===== src/rtl/ram_map_pkg.sv =====
// Shared address map of the fast-domain data RAM port: base, depth, control
// registers, arbiter owner encoding and the mapped-address predicate.
package ram_map_pkg;

  localparam logic [63:0] RAM_BASE   = 64'd206800;
  localparam logic [63:0] RAM_DEPTH  = 64'd1200;
  localparam logic [63:0] CTRL0_ADDR = 64'd411698;
  localparam logic [63:0] CTRL1_ADDR = 64'd411699;

  typedef enum logic [1:0] {
    IDLE = 2'd0,
    OWN0 = 2'd1,
    OWN1 = 2'd2
  } owner_e;

  // The base check comes first so addresses below RAM_BASE never reach the
  // subtraction; an address below the base would otherwise wrap around.
  function automatic logic mapped(input logic [63:0] addr);
    logic in_ram;
    in_ram = (addr >= RAM_BASE) && ((addr - RAM_BASE) < RAM_DEPTH);
    return in_ram || (addr == CTRL0_ADDR) || (addr == CTRL1_ADDR);
  endfunction

endpackage


===== src/rtl/ram_addr_decode.sv =====
// Combinational mapped/unmapped check for one requester's word address.
module ram_addr_decode
  import ram_map_pkg::*;
#(
  parameter int WIDTH = 32
) (
  input  logic [WIDTH-1:0] addr,
  output logic             hit
);

  logic [63:0] addr_ext;

  assign addr_ext = 64'(addr);
  assign hit      = mapped(addr_ext);

endmodule


===== src/rtl/ram_port_arbiter.sv =====
// Two-requester arbiter for the fast-domain RAM port with burst-bounded
// tenure, write gating on unmapped addresses and a one-cycle read response.
module ram_port_arbiter
  import ram_map_pkg::*;
#(
  parameter int WIDTH     = 32,
  parameter int MAX_BURST = 4
) (
  input  logic             clk,
  input  logic             rst,
  input  logic             req0_i,
  input  logic [WIDTH-1:0] addr0_i,
  input  logic [WIDTH-1:0] wdata0_i,
  input  logic             we0_i,
  input  logic             req1_i,
  input  logic [WIDTH-1:0] addr1_i,
  input  logic [WIDTH-1:0] wdata1_i,
  input  logic             we1_i,
  output logic             gnt0_o,
  output logic             gnt1_o,
  output logic             rvalid0_o,
  output logic             rvalid1_o,
  output logic [WIDTH-1:0] rdata0_o,
  output logic [WIDTH-1:0] rdata1_o,
  output logic             err0_o,
  output logic             err1_o,
  output logic [WIDTH-1:0] ram_addr_o,
  output logic [WIDTH-1:0] ram_wdata_o,
  output logic             ram_enw_o,
  input  logic [WIDTH-1:0] ram_rdata_i,
  output owner_e           dbg_state
);

  localparam logic [3:0] MAX_B4 = 4'(MAX_BURST);
  localparam logic [4:0] MAX_B5 = 5'(MAX_BURST);

  owner_e     state;
  logic       last_owner;
  logic [3:0] beats;
  logic       hit0;
  logic       hit1;
  logic       gnt0;
  logic       gnt1;
  logic       burst_done;

  ram_addr_decode #(.WIDTH(WIDTH)) u_dec0 (.addr(addr0_i), .hit(hit0));
  ram_addr_decode #(.WIDTH(WIDTH)) u_dec1 (.addr(addr1_i), .hit(hit1));

  // Handshake: a beat transfers in every cycle where req_k and gnt_k are both
  // high. While req_k is high without gnt_k the requester holds addr/wdata/we;
  // it may drop req_k before a grant without side effects.
  assign gnt0 = (state == OWN0) && req0_i;
  assign gnt1 = (state == OWN1) && req1_i;

  assign gnt0_o    = gnt0;
  assign gnt1_o    = gnt1;
  assign dbg_state = state;

  // ">=" rather than "==" so a lone owner whose count has saturated still
  // yields on the next beat once the other side starts requesting.
  assign burst_done = ({1'b0, beats} + 5'd1) >= MAX_B5;

  always_comb begin
    ram_addr_o  = '0;
    ram_wdata_o = '0;
    ram_enw_o   = 1'b0;
    if (gnt0) begin
      ram_addr_o  = addr0_i;
      ram_wdata_o = wdata0_i;
      ram_enw_o   = we0_i && hit0;
    end else if (gnt1) begin
      ram_addr_o  = addr1_i;
      ram_wdata_o = wdata1_i;
      ram_enw_o   = we1_i && hit1;
    end
  end

  always_ff @(posedge clk or posedge rst) begin
    if (rst) begin
      state      <= IDLE;
      last_owner <= 1'b1;
      beats      <= '0;
      rvalid0_o  <= 1'b0;
      rvalid1_o  <= 1'b0;
      rdata0_o   <= '0;
      rdata1_o   <= '0;
      err0_o     <= 1'b0;
      err1_o     <= 1'b0;
    end else begin
      rvalid0_o <= gnt0;
      rvalid1_o <= gnt1;
      if (gnt0) begin
        rdata0_o <= (we0_i || !hit0) ? '0 : ram_rdata_i;
        err0_o   <= !hit0;
      end
      if (gnt1) begin
        rdata1_o <= (we1_i || !hit1) ? '0 : ram_rdata_i;
        err1_o   <= !hit1;
      end

      case (state)
        IDLE: begin
          if (req0_i && req1_i) begin
            state <= last_owner ? OWN0 : OWN1;
          end else if (req0_i) begin
            state <= OWN0;
          end else if (req1_i) begin
            state <= OWN1;
          end
        end
        OWN0: begin
          if (!req0_i) begin
            state      <= req1_i ? OWN1 : IDLE;
            beats      <= '0;
            last_owner <= 1'b0;
          end else if (burst_done && req1_i) begin
            state      <= OWN1;
            beats      <= '0;
            last_owner <= 1'b0;
          end else if (beats != MAX_B4) begin
            beats <= beats + 4'd1;
          end
        end
        OWN1: begin
          if (!req1_i) begin
            state      <= req0_i ? OWN0 : IDLE;
            beats      <= '0;
            last_owner <= 1'b1;
          end else if (burst_done && req0_i) begin
            state      <= OWN0;
            beats      <= '0;
            last_owner <= 1'b1;
          end else if (beats != MAX_B4) begin
            beats <= beats + 4'd1;
          end
        end
        default: begin
          state <= IDLE;
          beats <= '0;
        end
      endcase
    end
  end

endmodule


===== config.mk =====
export PLATFORM = sky130hd
export DESIGN_NAME = ram_port_arbiter
export DESIGN_NICKNAME = d
export VERILOG_FILES = /design/src/rtl/ram_map_pkg.sv /design/src/rtl/ram_addr_decode.sv /design/src/rtl/ram_port_arbiter.sv
export SDC_FILE = /design/constraint.sdc
export NUM_CORES = 1
export LEC_CHECK = 0
export BUFFER_PORTS_ARGS = -buffer_cell sky130_fd_sc_hd__buf_2
export CORE_AREA = 4 4 115 117
export DETAILED_ROUTE_END_ITERATION = 6
export DIE_AREA = 0 0 119 121
export MAX_ROUTING_LAYER = met4
export PLACE_DENSITY_LB_ADDON = 0.15
export SLEW_MARGIN = 15
export SYNTH_ARGS = -nofsm -noshare
export SYNTH_HDL_FRONTEND = slang
export SYNTH_HIERARCHICAL = 1
export SYNTH_SLANG_ARGS = --single-unit

===== constraint.sdc =====
create_clock -name clk -period 4.9 [get_ports clk]
set_clock_uncertainty 0.1 [all_clocks]
set_input_delay 0.735 -clock clk [delete_from_list [all_inputs] [get_ports clk]]
set_output_delay 0.735 -clock clk [all_outputs]
set_load 0.1 [all_outputs]

==> results of run 1 <==
synth_stat cells (3+ instances only):
cell	n	area share (%)
a22o_1	128	27
dfrtp_1	74	45
buf_2	18	2.2
inv_1	14	1.3
nand2_1	11	0.99
nor2_1	11	0.99
o21ai_0	10	1.2
nor3_1	9	1.1
a21oi_1	7	0.84
nand3_1	7	0.84
ha_1	6	1.8
nor4_1	6	0.90
buf_1	5	0.45
clkbuf_1	5	0.45
o211ai_1	5	0.90
nand4b_1	4	0.84
nor2b_1	4	0.60
o21ai_1	3	0.36
o22ai_1	3	0.45
o31ai_1	3	0.54
logic make-up (layout without fill, tap and decap cells):
logic type / Yosys count / in the layout / share of synthesized area [%]
xor+xnor: 2 / 2 / 0.422
mux: 2 / 2 / 0.602
buf+inv: 45 / 339 / 4.79
flops: 75 / 75 / 45.2
fa+ha+maj: 6 / 6 / 1.81
compound gates: 178 / 178 / 35.5
simple gates: 76 / 76 / 11.7
sequential cells by signal (all words and copies together) (netlist names):
signal and flops:
err1_o 1, rdata0_o 32, err0_o 1, rdata1_o 32, rvalid0_o 1, dbg_state 2
last_owner 1, rvalid1_o 1, beats 4
worst paths after layout:
path	from	endpoint	slack (ps)	depth (start not counted)
worst min-delay path	rdata1_o[18]$_DFFE_PP0P_	rdata1_o[18]$_DFFE_PP0P_	400	1
worst min register to register	rdata1_o[18]$_DFFE_PP0P_	rdata1_o[18]$_DFFE_PP0P_	400	1
worst max-delay path	dbg_state[0]$_DFFE_PP0P_	ram_wdata_o[10]	1100	7
max in group asynchronous	rst	rdata0_o[4]$_DFFE_PP0P_	3270	3
worst max register to register	dbg_state[0]$_DFFE_PP0P_	rdata1_o[14]$_DFFE_PP0P_	2310	8
min in group asynchronous	rst	rdata1_o[31]$_DFFE_PP0P_	440	2
layout make-up:
cell class	instances	area, µm²
tap	172	215
clock inverter	4	52.6
sequential	75	1880
timing repair buffer	308	2520
inverter	16	60.1
multi-input combinational	264	2090
fill	1039	5320
clock buffer	11	233
stage by stage:
step,utilization (%),cell area [µm²],hold WS (ps),setup WS [ps]
2_1_floorplan,-,4160,430,428
3_3_place_gp,54.7,6760,380,1280
3_5_place_dp,54.7,6760,386,1210
4_1_cts,57.0,7050,403,1070
5_1_grt,57.0,7050,414,909
6_report,57.0,7050,397,1100
layout by cell type (no fill, tap or decap), types with 2 or more instances in the layout:
master and count:
a221oi_1 2, nor4_1 6, inv_1 13, nor4bb_1 2, clkbuf_1 2, a31oi_1 2
nand4b_1 4, buf_4 6, clkinvlp_4 3, o22ai_1 3, nor3_1 9, buf_2 238
o31ai_1 3, o21ai_1 3, xor2_1 2, a2111oi_1 2, nor4b_1 2, nor2b_1 4
buf_12 64, nor3b_1 2, nand3_1 7, inv_2 3, or3_4 2, a22o_1 128
nor3_4 2, dfrtp_1 74, a21oi_1 7, o21ai_0 10, nor2_1 11, a32oi_1 2
o211ai_1 5, a21o_1 2, nand4_1 2, ha_1 6, o2111ai_1 2, clkbuf_16 9
nand2_1 11
power by group:
group          leakage [nW]  internal (mW)  switching (mW)
Combinational          2.42          0.709            1.52
Clock                 0.128          0.391           0.242
Sequential             1.03          0.647          0.0206
Total                  3.58           1.75            1.79
worst max-delay path: stages (launching register included):
cell and delay, ps:
dfrtp_1 420, inv_1 130, ha_1 260, nand2_2 470, nor2_4 230, buf_4 540
a22o_1 320, buf_12 200
routing by layer:
metal,GRT usage (%),up-vias
li1,-,2115
met1,28.8,2269
met2,37.8,254
met3,4.99,30
met4,8.69,0
met5,-,-
==> summary.md, run 1 <==
| Metric | Value |
|---|---|
| Critical Path End Type | output port |
| Placed Cells | between 800 and 900 |
| RSZ-0062 raised after global routing | no |
| Initial antenna violation count | 0 |
| Wire length on met3 | around 1400 µm |
| DIE AREA | approximately 0.014 mm² |
| Max VDD drop | 0.000186 V |
| Vias/cell | 5.49 |
| Fin. max-slew vios | 0 |
| Max Cap Viol | 0 |
| Hold Path Class | reg -> reg |
| Met1 WL | 6840 µm |
| Critical path class | reg -> out |
| Post-Syn Nets | around 560 |
| Worst-Margin Slew | 796 ps |
| Rows | 41 |
| Clk root buf | clkbuf_16 |
| Drt wl/cell | ~20 µm |
| Placer Congestion | between 0.9 and 1 |
| Ys async rst share | between 90% and 100% |
| Seq cells post-synth | 75 |
| GR Overflow Total | 0 |
| Highest Clock Rate | approximately 0.26 GHz |
| Synth Cell Area | 0.00416 mm² |
| CTS tree | built |
| Cells after Synth | 384 |
| Startpoint Class | flop |
| Clk buf depth | 2 |
| Total I/O pin count | about 300 |
| Die width | around 120 µm |
| Via count | 4668 |
| Detailed placement HPWL | roughly 13000 µm |
| Post-CTS Setup Inserts | 0 |
| Synth warn | 6 |
| Syn_area_per_cell | 10.8 µm² |
| CTS buffer count | 9 |
| Final worst path period need | 3800 ps |
| Worst skew pair latency | between 300 and 400 ps |
| First-pass GRT wire length | approximately 26000 µm |
| Distinct cell type count after synthesis | 56 |
| Final Cycle Share | between 70% and 80% |
| DR top layer | met4 |
| Main flop type after synthesis | dfrtp_1 |
| Total power | 3.53 mW |
| Setup-violating endpoint count in the final report | 0 |
| Number of port buffers | just over 300 |
| DRT Wirelength | about 17000 µm |
| Post-DRT Antenna Nets | 0 |
| All-Layer GR Usage | 23.3% |
| Leakage power | about 3.6 nW |
| Clk sinks | 75 |
| Final nets | between 800 and 900 |
| Seq/Total Area, Yosys | 45.2% |
| Post-synth EDFFs | 0 |
| Critical path peak fanout | 64 |
| Layout cells sized above 1 | approximately 50% |
| Initial DRT Pass Iterations | 5 |
| Power per cell area | between 500 and 600 mW/mm² |
| Post_cts resized | 0 |
| Layout area overhead | 69.6% |
| Largest net degree at the start of global routing | 65 |
| Slew HR | a little under half |
| Clock-pin slew on the worst setup and hold paths | 60 ps |
| Final Hold Fails | 0 |
| Number of remaining DRC errors | 0 |
| H-Tree Depth | 3 |
| WP data required | between 4000 and 5000 ps |
| Initial core utilization | 33.6% |
| Initial DRC count | 351 |
| Die span in y | about 120 µm |
| Vias in the first global route | 4643 |
| Sum Neg Setup Slack | 0 ps |
| Hold Buf Count CTS | 0 |
| Arrival time at the worst endpoint | just under 3000 ps |
| Placeable Area | ~0.012 mm² |
| Met2 WL | roughly 8500 µm |
| Finished Layout Cells | 850 |
| Antenna diodes | 0 |
| Status | completed |
No activity file was read; power rests on OpenSTA's default activity.
==> inputs of run 2 (changes only) <==
--- a/config.mk
+++ b/config.mk
@@ -6,9 +6,9 @@
 export NUM_CORES = 1
 export LEC_CHECK = 0
 export BUFFER_PORTS_ARGS = -buffer_cell sky130_fd_sc_hd__buf_2
-export CORE_AREA = 4 4 115 117
+export CORE_AREA = 4 4 116 118
 export DETAILED_ROUTE_END_ITERATION = 6
-export DIE_AREA = 0 0 119 121
+export DIE_AREA = 0 0 120 122
 export MAX_ROUTING_LAYER = met4
 export PLACE_DENSITY_LB_ADDON = 0.15
 export SLEW_MARGIN = 15
==> constraint.sdc (replaced) <==
create_clock -name clk -period 3.7 [get_ports clk]
set_clock_uncertainty 0.1 [all_clocks]
set_input_delay 0.555 -clock clk [delete_from_list [all_inputs] [get_ports clk]]
set_output_delay 0.555 -clock clk [all_outputs]
set_load 0.1 [all_outputs]
==> summary.md, run 2 (synthesis gave the netlist of run 1 again) <==
| Metric | Value |
|---|---|
| Status | completed |
| Number of port buffers | between 300 and 400 |
| Hold Path Class | in -> async |
| Post_cts resized | 0 |
| GR Overflow Total | 0 |
| Die width | ~120 µm |
| Max Cap Viol | 0 |
| Slew HR | between 50% and 60% |
| Rows | 41 |
| Worst skew pair latency | 330 ps |
| Layout cells sized above 1 | around 51% |
| Worst path top cell family by delay | buffers and inverters |
| Post-DRT Antenna Nets | 0 |
| Hold Buf Count CTS | 0 |
| Detailed placement HPWL | ~14000 µm |
| Worst-Margin Slew | around 740 ps |
| Final Cycle Share | roughly 84% |
| Worst reg2reg startpoint | dbg_state[0]$_DFFE_PP0P_ |
| Via count | between 4000 and 5000 |
| Flop-to-flop setup slack | 1300 ps |
| Highest Clock Rate | 0.322 GHz |
| Setup-violating endpoint count in the final report | 0 |
| Number of remaining DRC errors | 0 |
| Worst path max stage delay | about 470 ps |
| Clk root buf | clkbuf_16 |
| All-Layer GR Usage | approximately a quarter |
| CP max-delay cell | nor2_4 |
| Final nets | 849 |
| Crit path cell chain | inv_1 > ha_1 > nand2_2 > nor2_4 > buf_4 > a22o_1 > buf_12 |
| Startpoint Class | flop |
| Placer Congestion | between 0.9 and 1 |
| Placeable Area | 0.0125 mm² |
| Total I/O pin count | between 300 and 400 |
| DIE AREA | about 0.015 mm² |
| Fin. max-slew vios | 0 |
| Initial DRC count | 340 |
| Power per cell area | approximately 680 mW/mm² |
| Drt wl/cell | ~21 µm |
| Reg2reg path depth | 8 |
| RSZ-0062 raised after global routing | no |
| Vias in the first global route | roughly 4700 |
| Critical path peak fanout | 22 |
| H-Tree Depth | 3 |
| Initial DRT Pass Iterations | 5 |
| Clk sinks | between 70 and 80 |
| Buf/Inv on CP | 3 |
| Initial antenna violation count | 3 |
| Design area | 0.00719 mm² |
| Reg2reg end | beats[0]$_DFFE_PP0N_ |
| Critical Path End Type | output port |
| Leakage power | 3.65 nW |
| Clk buf depth | 2 |
| Final worst path period need | roughly 3100 ps |
| Largest net degree at the start of global routing | between 60 and 70 |
| Clock-pin slew on the worst setup and hold paths | around 60 ps |
| Initial core utilization | 33.3% |
| CTS tree | built |
| Critical path class | reg -> out |
| First-pass GRT wire length | 26300 µm |
| CTS buffer count | 9 |
| Vias/cell | about 5.5 |
| Max VDD drop | approximately 0.00028 V |
| Most frequent cells in the layout | buf_2 (236), a22o_1 (128), dfrtp_1 (74), buf_12 (67), inv_1 (13) |
| Final Hold Fails | 0 |
| Placed Area | ~0.0068 mm² |
| Commonest non-fill, non-tap cell in the layout | buf_2 |
| Sum Neg Setup Slack | 0 ps |
| Largest regs | rdata0_o (32), rdata1_o (32), beats (4) |
| Die span in y | 122 µm |
| DRT Wirelength | roughly 18000 µm |
| Arrival time at the worst endpoint | around 2500 ps |
| Layout area overhead | 73.0% |
| WP data required | between 3000 and 4000 ps |
| Post-CTS Setup Inserts | 0 |
run 2: per-stage QoR:
stage | cells | power (mW) | hold slack [ps] | util, % | setup slack [ps]
5_1_grt | 857 | 5.04 | 276 | 57.7 | 409
2_1_floorplan | 384 | 2.81 | 430 | - | 123
3_3_place_gp | 838 | 3.88 | 376 | 54.8 | 657
3_5_place_dp | 838 | 3.90 | 387 | 54.8 | 676
4_1_cts | 854 | 4.93 | 246 | 57.6 | 581
6_report | 857 | 4.89 | 228 | 57.7 | 590
run 2: routing by layer:
layer | routed length [µm] | share of wire [%] | up-vias | track usage [%]
met5 | 0 | 0 | - | -
met2 | 8910 | 50 | 253 | 39.3
met3 | 1250 | 7.0 | 35 | 4.64
met4 | 481 | 2.7 | 0 | 8.23
met1 | 7150 | 40 | 2343 | 28.9
li1 | - | - | 2121 | -
run 2: area by class of cell:
type                            instances  area [µm²]
Antenna cell                            3        7.51
Clock buffer                           10         239
Clock inverter                          6         111
Fill cell                            1090        5280
Inverter                               16        60.1
Multi-Input combinational cell        264        2090
Sequential cell                        75        1880
Tap cell                              172         215
Timing Repair Buffer                  311        2580
run 2: how the worst max path moves through the flow:
| stage | from | endpoint | slack (ps) | cells past startpoint |
|---|---|---|---|---|
| finish | dbg_state[0]$_DFFE_PP0P_ | ram_addr_o[11] | 590 | 7 |
| global route | dbg_state[0]$_DFFE_PP0P_ | ram_addr_o[11] | 410 | 7 |
| CTS | dbg_state[0]$_DFFE_PP0P_ | ram_addr_o[11] | 580 | 7 |
| detailed placement | addr1_i[25] | ram_enw_o | 680 | 9 |
| global placement | addr1_i[25] | ram_enw_o | 660 | 9 |
| floorplan | dbg_state[1]$_DFFE_PP0P_ | ram_enw_o | 120 | 5 |
run 2: power breakdown:
| group | switching [mW] | leakage, nW | internal (mW) | total, mW |
|---|---|---|---|---|
| registers | 0.0275 | 1.03 | 0.856 | 0.884 |
| clock network | 0.330 | 0.169 | 0.678 | 1.01 |
| logic | 2.04 | 2.45 | 0.962 | 3.00 |
| total | 2.40 | 3.65 | 2.50 | 4.89 |
==> inputs of run 3 (changes only) <==
--- a/config.mk
+++ b/config.mk
@@ -6,9 +6,9 @@
 export NUM_CORES = 1
 export LEC_CHECK = 0
 export BUFFER_PORTS_ARGS = -buffer_cell sky130_fd_sc_hd__buf_2
-export CORE_AREA = 4 4 116 118
+export CORE_AREA = 4 4 115 117
 export DETAILED_ROUTE_END_ITERATION = 6
-export DIE_AREA = 0 0 120 122
+export DIE_AREA = 0 0 119 121
 export MAX_ROUTING_LAYER = met4
 export PLACE_DENSITY_LB_ADDON = 0.15
 export SLEW_MARGIN = 15
==> constraint.sdc (replaced) <==
create_clock -name clk -period 2.5 [get_ports clk]
set_clock_uncertainty 0.1 [all_clocks]
set_input_delay 0.375 -clock clk [delete_from_list [all_inputs] [get_ports clk]]
set_output_delay 0.375 -clock clk [all_outputs]
set_load 0.1 [all_outputs]
==> summary.md, run 3 (synthesis gave the netlist of run 1 again) <==
| Metric | Value |
|---|---|
| Grt met3 use | about 6.7% |
| Highest Clock Rate | approximately 0.39 GHz |
| Vias in the first global route | 5085 |
| RSZ-0062 raised after global routing | yes |
| Register area | roughly 0.0019 mm² |
| Max VDD drop | between 0.0007 and 0.0008 V |
| DRT Wirelength | 18600 µm |
| Layout cells sized above 1 | between 60% and 70% |
| Rows | 41 |
| Global routing's busiest layer | met2 |
| Status | finished with violations |
| Worst skew pair latency | 320 ps |
| CTS buffer count | 9 |
| Clk buf depth | 2 |
| Commonest non-fill, non-tap cell in the layout | buf_2 |
| Worst-Margin Slew | around 580 ps |
| DIE AREA | ~0.014 mm² |
| Clk root buf | clkbuf_16 |
| Total power | 7.77 mW |
| Initial core utilization | about a third |
| Max Cap Viol | 0 |
| Placer Congestion | roughly 0.94 |
| Clock-pin slew on the worst setup and hold paths | roughly 60 ps |
| Critical Path End | ram_enw_o |
| Initial DRC count | between 200 and 300 |
| Fillers | just under 1000 |
| GR Overflow Total | 0 |
| Design area | approximately 0.0081 mm² |
| All-Layer GR Usage | approximately 26% |
| Critical Path Source | addr0_i[23] |
| Arrival time at the worst endpoint | approximately 2100 ps |
| GR Layer Usage met1 | between 30 and 40% |
| Detailed placement HPWL | between 10000 and 15000 µm |
| Placed Area | about 0.0076 mm² |
| Initial DRT Pass Iterations | 4 |
| Reg2reg path depth | 8 |
| WP data required | 2030 ps |
| Final WS setup | -92.7 ps |
| Critical Path End Type | output port |
| Largest net degree at the start of global routing | 39 |
| Largest regs | rdata0_o (32), rdata1_o (32), beats (4) |
| Final worst path period need | 2590 ps |
| Startpoint Class | input port |
| Final nets | 886 |
| Reg2reg end | beats[2]$_DFFE_PP0N_ |
| First-pass GRT wire length | about 28000 µm |
| Failing checks | setup timing |
| Post-DRT Antenna Nets | 0 |
| Hold Path Class | in -> async |
| Final Hold Fails | 0 |
| Flop-to-flop setup slack | 330 ps |
| Initial antenna violation count | 3 |
| Number of remaining DRC errors | 0 |
| Vias/cell | 5.44 |
| Fin. max-slew vios | 0 |
| GR Util met2 | between 40% and 50% |
| Power per cell area | approximately 950 mW/mm² |
| Multi-input gate area | ~0.0026 mm² |
| Drt wl/cell | around 21 µm |
| Worst reg2reg startpoint | dbg_state[1]$_DFFE_PP0P_ |
| H-Tree Depth | 3 |
| Critical path class | in -> out |
| Placeable Area | 0.0124 mm² |
| Clk sinks | 75 |
| Total I/O pin count | around 300 |
| Die span in y | roughly 120 µm |
| Slew HR | about three fifths |
| Fin util | about two thirds |
| Final Cycle Share | 104% |
| Setup-violating endpoint count in the final report | 1 |
| Leakage power | between 4 and 5 nW |
| Number of port buffers | a little over 300 |
| Die width | approximately 120 µm |
| Via count | 4860 |
| Most frequent cells in the layout | buf_2 (234), buf_12 (73), dfrtp_1 (72), a22o_1 (64), a22o_4 (48) |
| CTS tree | built |
| Layout area overhead | 96.0% |
| Critical path peak fanout | 2 |
## run 3: layer usage
metal  share of wire (%)  wire length [µm]  up-vias
li1                    -                 -     2204
met1                  40              7480     2379
met2                  49              9190      246
met3                 8.6              1590       31
met4                 1.7               309        0
met5                   0                 0        -
## run 3: where the power goes
part / total, mW / switching, mW / internal, mW
Sequential: 1.30 / 0.0342 / 1.27
Combinational: 4.95 / 3.13 / 1.82
Clock: 1.52 / 0.466 / 1.05
Total: 7.77 / 3.63 / 4.14
## run 3: layout make-up
class                   instances  share of cell area [%]
inverters                      16                   0.784
clock buffers                  12                    3.27
multi-input cells             264                    32.0
repair buffers                348                    37.0
diodes                          3                  0.0922
flip-flops and latches         75                    23.1
clock inverters                 4                    1.17
well taps                     172                    2.64
## run 3: through the flow
step,worst slack [ps],hold slack (ps),setup TNS (ps),cells
after floorplan,-194,408,-3120,384
after global placement,-185,363,-3170,869
after detailed placement,-199,369,-6430,869
after CTS,-73.6,14.3,-73.6,888
after global routing,-165,64.7,-167,894
final,-92.7,3.42,-92.7,894
## run 3: timing repair
item / CTS / global route
pin swaps: 5 / 1
buffers inserted: 3 / 1
hold endpoints to repair: 0 / 0
cloned: 0 / 2
gates resized for setup: 16 / 3
hold buffers: 0 / 0
endpoints found under the setup margin: 59 / 51
## run 3: worst min path at each step
stage	start	endpoint	slack, ps	depth (start not counted)
CTS	rst	rdata0_o[26]$_DFFE_PP0P_	10	2
finish	rst	rdata0_o[27]$_DFFE_PP0P_	3	2
global placement	rst	rdata0_o[27]$_DFFE_PP0P_	360	2
floorplan	ram_rdata_i[26]	rdata0_o[26]$_DFFE_PP0P_	410	1
global route	rst	rdata0_o[27]$_DFFE_PP0P_	60	2
detailed placement	rst	rdata0_o[27]$_DFFE_PP0P_	370	2
## run 3: critical path, stage by stage
cell and delay (ps):
buf_2 110, or3_4 410, nor4_1 230, o21ai_0 150, a2111oi_2 240, a21o_1 210
nand3_2 110, o21ai_4 80, buf_12 190
